File: src/rtl/temporal_mxu.sv
// Temporal-unary matrix multiplier: out = A x B, one output row per
// 2^BIT_WIDTH-cycle pass, with A elements streamed as unary pulse trains.
module temporal_mxu #(
  parameter int BIT_WIDTH = 4,
  parameter int DIM       = 2
) (
  input  logic                                        clk,
  input  logic                                        reset_n,
  input  logic                                        start,
  input  logic [DIM-1:0][DIM-1:0][BIT_WIDTH-1:0]      A,
  input  logic [DIM-1:0][DIM-1:0][BIT_WIDTH-1:0]      B,
  output logic                                        out_valid,
  output logic [DIM-1:0][DIM-1:0][2*BIT_WIDTH-1:0]    out,
  output logic [1:0]                                  fsm_state_o
);

  localparam int OW = 2 * BIT_WIDTH;
  localparam int IW = (DIM > 1) ? $clog2(DIM) : 1;
  localparam logic [BIT_WIDTH-1:0] T_LAST = BIT_WIDTH'((1 << BIT_WIDTH) - 2);

  localparam logic [1:0] IDLE    = 2'd0;
  localparam logic [1:0] COMPUTE = 2'd1;
  localparam logic [1:0] WRITE   = 2'd2;
  localparam logic [1:0] DONE    = 2'd3;

  // Handshake: start is a one-cycle request honoured only in IDLE/DONE;
  // out_valid stays high with out stable until reset or the next start.
  logic [1:0]                               state_q, state_d;
  logic [DIM-1:0][DIM-1:0][BIT_WIDTH-1:0]   a_q, a_d, b_q, b_d;
  logic [DIM-1:0][DIM-1:0][OW-1:0]          acc_q, acc_d;
  logic [DIM-1:0][DIM-1:0][OW-1:0]          out_q, out_d;
  logic [IW-1:0]                            i_q, i_d;
  logic [BIT_WIDTH-1:0]                     t_q, t_d;
  logic                                     valid_q, valid_d;

  logic [0:DIM][DIM-1:0][OW-1:0]            intermediate_data_cur;
  logic [OW-1:0]                            run_sum;

  // Column sums across k: entry m holds the sum of acc[0..m-1][j].
  always_comb begin
    intermediate_data_cur = '0;
    run_sum               = '0;
    for (int j = 0; j < DIM; j++) begin
      run_sum = '0;
      for (int k = 0; k < DIM; k++) begin
        intermediate_data_cur[k][j] = run_sum;
        run_sum = run_sum + acc_q[k][j];
      end
      intermediate_data_cur[DIM][j] = run_sum;
    end
  end

  always_comb begin
    state_d = state_q;
    a_d     = a_q;
    b_d     = b_q;
    acc_d   = acc_q;
    out_d   = out_q;
    i_d     = i_q;
    t_d     = t_q;
    valid_d = valid_q;
    case (state_q)
      IDLE, DONE: begin
        if (start) begin
          a_d     = A;
          b_d     = B;
          acc_d   = '0;
          out_d   = '0;
          i_d     = '0;
          t_d     = '0;
          valid_d = 1'b0;
          state_d = COMPUTE;
        end
      end
      COMPUTE: begin
        // Unary bit for A[i][k] is high for the first A[i][k] phases.
        for (int k = 0; k < DIM; k++) begin
          for (int j = 0; j < DIM; j++) begin
            if (t_q < a_q[i_q][k]) begin
              acc_d[k][j] = acc_q[k][j] + OW'(b_q[k][j]);
            end
          end
        end
        t_d = t_q + 1'b1;
        if (t_q == T_LAST) begin
          state_d = WRITE;
        end
      end
      WRITE: begin
        for (int j = 0; j < DIM; j++) begin
          out_d[i_q][j] = intermediate_data_cur[DIM][j];
        end
        acc_d = '0;
        t_d   = '0;
        i_d   = i_q + 1'b1;
        if (i_q == IW'(DIM - 1)) begin
          valid_d = 1'b1;
          state_d = DONE;
        end else begin
          state_d = COMPUTE;
        end
      end
      default: state_d = IDLE;
    endcase
  end

  always_ff @(posedge clk) begin
    if (reset_n) begin
      state_q <= IDLE;
      a_q     <= '0;
      b_q     <= '0;
      acc_q   <= '0;
      out_q   <= '0;
      i_q     <= '0;
      t_q     <= '0;
      valid_q <= 1'b0;
    end else begin
      state_q <= state_d;
      a_q     <= a_d;
      b_q     <= b_d;
      acc_q   <= acc_d;
      out_q   <= out_d;
      i_q     <= i_d;
      t_q     <= t_d;
      valid_q <= valid_d;
    end
  end

  assign out_valid   = valid_q;
  assign out         = out_q;
  assign fsm_state_o = state_q;

endmodule

File: config.mk
export PLATFORM = sky130hd
export DESIGN_NAME = temporal_mxu
export DESIGN_NICKNAME = d
export VERILOG_FILES = /design/src/rtl/temporal_mxu.sv
export SDC_FILE = /design/constraint.sdc
export NUM_CORES = 1
export LEC_CHECK = 0
export BUFFER_PORTS_ARGS = -buffer_cell sky130_fd_sc_hd__buf_2
export CAP_MARGIN = 20
export CORE_MARGIN = 10
export CORE_UTILIZATION = 35
export CTS_BUF_LIST = sky130_fd_sc_hd__clkbuf_8
export DETAILED_ROUTE_END_ITERATION = 12
export PLACE_DENSITY = 0.63
export SYNTH_ARGS = -nofsm -noshare
export SYNTH_HDL_FRONTEND = slang
export SYNTH_SLANG_ARGS = --single-unit
File: constraint.sdc
create_clock -name clk -period 2.1 [get_ports clk]
set_input_delay 0.21 -clock clk [delete_from_list [all_inputs] [get_ports clk]]
set_output_delay 0.21 -clock clk [all_outputs]
set_load 0.005 [all_outputs]
---- Yosys cells after proc, flatten, opt, wreduce, memory -nomap -nowiden ----
Cells that the tools add are included.
storage, ports and cells
  bits in registers ....................... 104
  bits of input ports ..................... 35
  logic and storage cells ................. 76
operators by class
  add/sub/neg operators ................... 8
  order comparisons ....................... 4
  equal/unequal tests ..................... 9
  muxes and demuxes ....................... 25
  reduce and logical (&&, ||, !) cells .... 10
operators with widths
  cell                   count
  $pmux W32 S3           1
  $bwmux W32             2
  $pmux W32 S2           1
  $mux W8                7
  $add A8 B4 Y8          4
  $demux W16 S1          2
  $mux W32               1
  $add A8 B8 Y8          2
  $mux W16               1
  $pmux W4 S3            1
  $ne A2 B2 Y1 const B   5
  $reduce_and A2 Y1      5
  $lt A4 B4 Y1           2
  $mux W2                3
  $pmux W2 S3            1
  $add A4 B1 Y4 const B  1
  $eq A2 B2 Y1 const B   2
  $eq A4 B4 Y1 const B   1
  $mux W4                1
  $pmux W1 S2            2
  $reduce_and A3 Y1      1
  $eq A2 B1 Y1 const B   1
  $logic_not A2 Y1       1
  $lt A1 B2 Y1 const B   1
  6 further kinds        7

---- Depth between registers and ports, before layout ----
  depth in word-level cells ............... 7
  depth in mapped cells ................... 9
  depth with buffers taken out ............ 7

---- Worst setup path after synthesis ----
No wires, ideal clock.
  path kind ............................... register to register
  start ................................... reg i_q
  end ..................................... reg acc_q[30] in the netlist's numbering
  data arrival time ....................... 2.094 ns
  data required time ...................... 2.030 ns
  setup slack ............................. -0.065 ns
  cell stages (with the launch flop) ...... 8
  cells stage by stage .................... dfxtp_1 -> buf_2 -> mux2i_1 -> ha_1 -> a21oi_1 -> o211ai_2 -> or4_1 -> a21oi_1
on the way
  longest elaborated chain between the ends .. 5
RTL lines
  item                                         RTL line  text
  start, declared                              32        logic [IW-1:0] i_q, i_d;
  start signal, assigned                       123       i_q <= i_d;
  $mux W8 (not written as such) (2 in series)  79        if (t_q < a_q[i_q][k]) begin
  $lt A4 B4 Y1                                 79
  $ne A2 B2 Y1 (no line)                       -
  $reduce_and A2 Y1 (no line)                  -
  end signal, assigned                         112       acc_q <= '0;
  end signal, assigned                         121       acc_q <= acc_d;
  end, declared                                30        logic [DIM-1:0][DIM-1:0][OW-1:0] acc_q, acc_d;
Every way passes these cells. The select of a mux whose other input is x is not followed.
A chain may end at the register's enable or synchronous reset.

---- Final worst setup path ----
  start ................................... reg i_q
  end ..................................... reg acc_q[28] in the netlist's numbering
The elaborated chain is that of the path after synthesis.

==> results.sh <==
export IMPL_crit_start="i_q"
export IMPL_clock_sinks=104
export IMPL_yosysSeqAreaShare_pct=40.2
export IMPL_maxCapViolCount=0
export IMPL_dp_slack_ps=-256
export IMPL_grt_setup_unrepaired="yes"
export IMPL_cp_start_kind="flip-flop"
export IMPL_status="complete, but fails checks"
export IMPL_combPwrFrac_pct=24.5
export IMPL_die_h_microns=142
export IMPL_setup_viol=15
export IMPL_synth_edf_count=0
export IMPL_finalSetupTns_ps=-241
export IMPL_ant_nets=0
export IMPL_tightest_slew_ps=690
export IMPL_netlist_area_leader_share_pct=40.2
export IMPL_vias=4568
export IMPL_worstSetupPathType="reg2reg"
export IMPL_drt_iter0_drc=231
export IMPL_violations="setup timing"
export IMPL_synth_xor_area_share_pct=2.71
export IMPL_synth_simple_gate_area_share_pct=16.3
export IMPL_dpl_cell_area_sq_um=5840
export IMPL_grt_max_degree=34
export IMPL_power_density_nw_per_um2=807
export IMPL_core_region_area_sq_um=14500
export IMPL_synthesis_area_sq_um=5180
export IMPL_area_growth_syn_to_layout_pct=23.8
export IMPL_synth_top_family_by_area="compound AO/OA/AOI/OAI gates"
export IMPL_portBuffers=69
export IMPL_post_route_min_period_ps=2130
export IMPL_clock_latency_ps=390
export IMPL_finalInstanceArea_sq_um=6410
export IMPL_worstHoldPathType="in2reg"
export IMPL_grt_first_pass_wirelength_microns=21900
export IMPL_peakVddDrop_v=0.000394
export IMPL_drive_gt1_share_pct=23.8
export IMPL_p_sw_share_pct=30.2
export IMPL_crit_chain="mux2i_2 -> ha_2 -> o211ai_1 -> buf_4 -> or2_4 -> o221ai_4 -> buf_12 -> a21oi_2 -> a211oi_2"
export IMPL_yosys_warnings=0
export IMPL_p_seq_share_pct=41.5
export IMPL_tritoncts="done"
export IMPL_final_net_count=753
export IMPL_path_clk_slew_ps=100
export IMPL_syn_inst=585
export IMPL_routed_via_density=5.31
export IMPL_skew_ps=10.0
export IMPL_setup_worst_path_end_class="flip-flop"
export IMPL_die_w_microns=142
export IMPL_clock_fmax_mhz=470
export IMPL_async_flop_share_pct=0
export IMPL_grt_pass1_vias=4570
export IMPL_cts_buffers=9
export IMPL_wl_per_cell_microns=15.8
export IMPL_timing_final_hold_violations=0
export IMPL_timing_final_crit_share_pct=101
export IMPL_antenna_cells=0
export IMPL_cp_required_ps=2420
export IMPL_grt_ovfl_total=0
export IMPL_antenna_found_initial=0
export IMPL_synthTopCellsByCount="dfxtp_1 (104), nand2_1 (84), a21oi_1 (70)"
export IMPL_fin_ws_ps=-28.4
export IMPL_placedCellCount=832
export IMPL_routed_wl_microns=13600
export IMPL_rows=44
export IMPL_critPathMaxStageDelay_ps=420
export IMPL_synth_ff_type="dfxtp_1"
export IMPL_synth_mux_area_share_pct=1.55
export IMPL_p_clk_share_pct=34.0
export IMPL_initial_core_util_pct=35.6
export IMPL_synth_distinct_cells=42
export IMPL_stdcell_count=860
export IMPL_die_area_sq_um=20100
export IMPL_max_slew_margin_rel_pct=53.8
export IMPL_holdWs_ps=50.3
export IMPL_p_leak_uw=0.00284
export IMPL_root_buffer="clkbuf_8"
export IMPL_synth_compound_area_share_pct=24.4
export IMPL_synth_area_leaders="dfxtp_1 (40%), ha_1 (9.9%), a21oi_1 (6.8%)"
export IMPL_htreeDepth=3
export IMPL_power_switching_uw=1560
export IMPL_nFillCells=1436
export IMPL_ys_seq_elements=104
export IMPL_synth_fa_ha_area_share_pct=12.2
export IMPL_finalMaxSlewViolations=0
export IMPL_critPathSlowestCell="dfxtp_4"
export IMPL_ios=70
export IMPL_synthMostInstantiatedCell="dfxtp_1"
export IMPL_min_delay_start="A[8]"
export IMPL_drt_first_pass_iters=4
export IMPL_gp_congestion=0.821
export IMPL_arrival_ps=2450
export IMPL_hpwl_microns=10200
export IMPL_synth_area_per_cell_sq_um=8.85
export IMPL_path_max_fanout=8
export IMPL_rr_startpoint="i_q"
export IMPL_clk_path_buf_depth=2
export IMPL_synth_top_cell_by_area="dfxtp_1"
export IMPL_drc=0
export IMPL_grt_usage_pct=13.2
export IMPL_synth_nets=667
export IMPL_power_internal_uw=3610
through the flow:
step | power (uW) | utilization [%]
floorplan | 2880 | -
global placement | 3220 | 40.2
detailed placement | 3250 | 40.2
CTS | 5180 | 43.4
global route | 5420 | 44.1
finish | 5170 | 44.1
worst max-delay path, delay by kind of cell, from the launching register on:
family                     cells  cell delay (ps)
muxes                          1              240
buffers and inverters          2              340
adders and majority gates      1              220
DFF                            1              420
and+or+nand+nor                1              250
AOI/OAI and AO/OA              4              590
cells in the final DEF (no fill, tap or decap), types with 5 or more instances in the layout:
cell type  count
o21ai_0       10
mux2i_1        7
clkbuf_8       9
buf_2         69
ha_1          39
a22o_1        12
nand2_1       84
a21oi_2        8
bufinv_16      5
inv_1          7
or4_1          8
or3_1          7
nand3_1       10
a211oi_1      13
a22oi_1       20
a21o_1        16
a22oi_2       12
fa_1           5
xor2_1        10
dfxtp_1      102
o21ai_1        7
xnor2_1        6
buf_4         27
nor2_1        54
a21oi_1       61
layout make-up:
type	instances	area (sq um)	share of cell area [%]
Clock buffer	9	124	1.93
Clock inverter	7	166	2.60
Inverter	8	30.0	0.469
Multi-Input combinational cell	447	3120	48.8
Sequential cell	104	2090	32.6
Tap cell	184	230	3.59
Timing Repair Buffer	101	644	10.1
power by group through the flow:
stage,clock (uW),sequential [uW],combinational [uW]
after CTS,1790,2140,1240
after global placement,0,2190,1030
after floorplan,0,2170,714
after detailed placement,0,2190,1060
after global routing,1860,2160,1400
final,1760,2150,1270
cell families (layout without fill, tap and decap cells):
group / count (synthesis) / count (layout)
simple gates: 186 / 186
xor+xnor: 16 / 16
mux: 8 / 8
fa+ha+maj: 47 / 47
buf+inv: 34 / 125
compound gates: 190 / 190
flops: 104 / 104
state kept, by name, indices dropped and copies added (netlist names):
register and cells:
t_q 4, a_q 16, fsm_state_o 2, out 32, out_valid 1, acc_q 32
i_q 1, b_q 16
repair_timing:
| action | in CTS | in global routing |
|---|---|---|
| pin swaps | 21 | 16 |
| endpoints found under the setup margin | 46 | 49 |
| hold buffers | 0 | 0 |
| gates cloned | 1 | 0 |
| gates resized for setup | 20 | 21 |
| buffers inserted | 8 | 4 |
path summary, 6_finish.rpt:
check,end,slack [ps],cells after the start
max,acc_q[28],-30,9
min,a_q[8],50,3
max reg2reg,acc_q[28],-30,9
min reg2reg,a_q[10],460,2
layer usage:
layer  GRT usage, %  share of wire, %  vias up  wire length (microns)
met5              0                 0        -                      0
met4           5.22               1.5        0                    202
met3           3.97               7.5       18                   1020
met2           20.6                45      107                   6190
met1           16.6                45     2145                   6190
li1               -                 -     2298                      -
No activity file was read; power rests on OpenSTA's default activity.
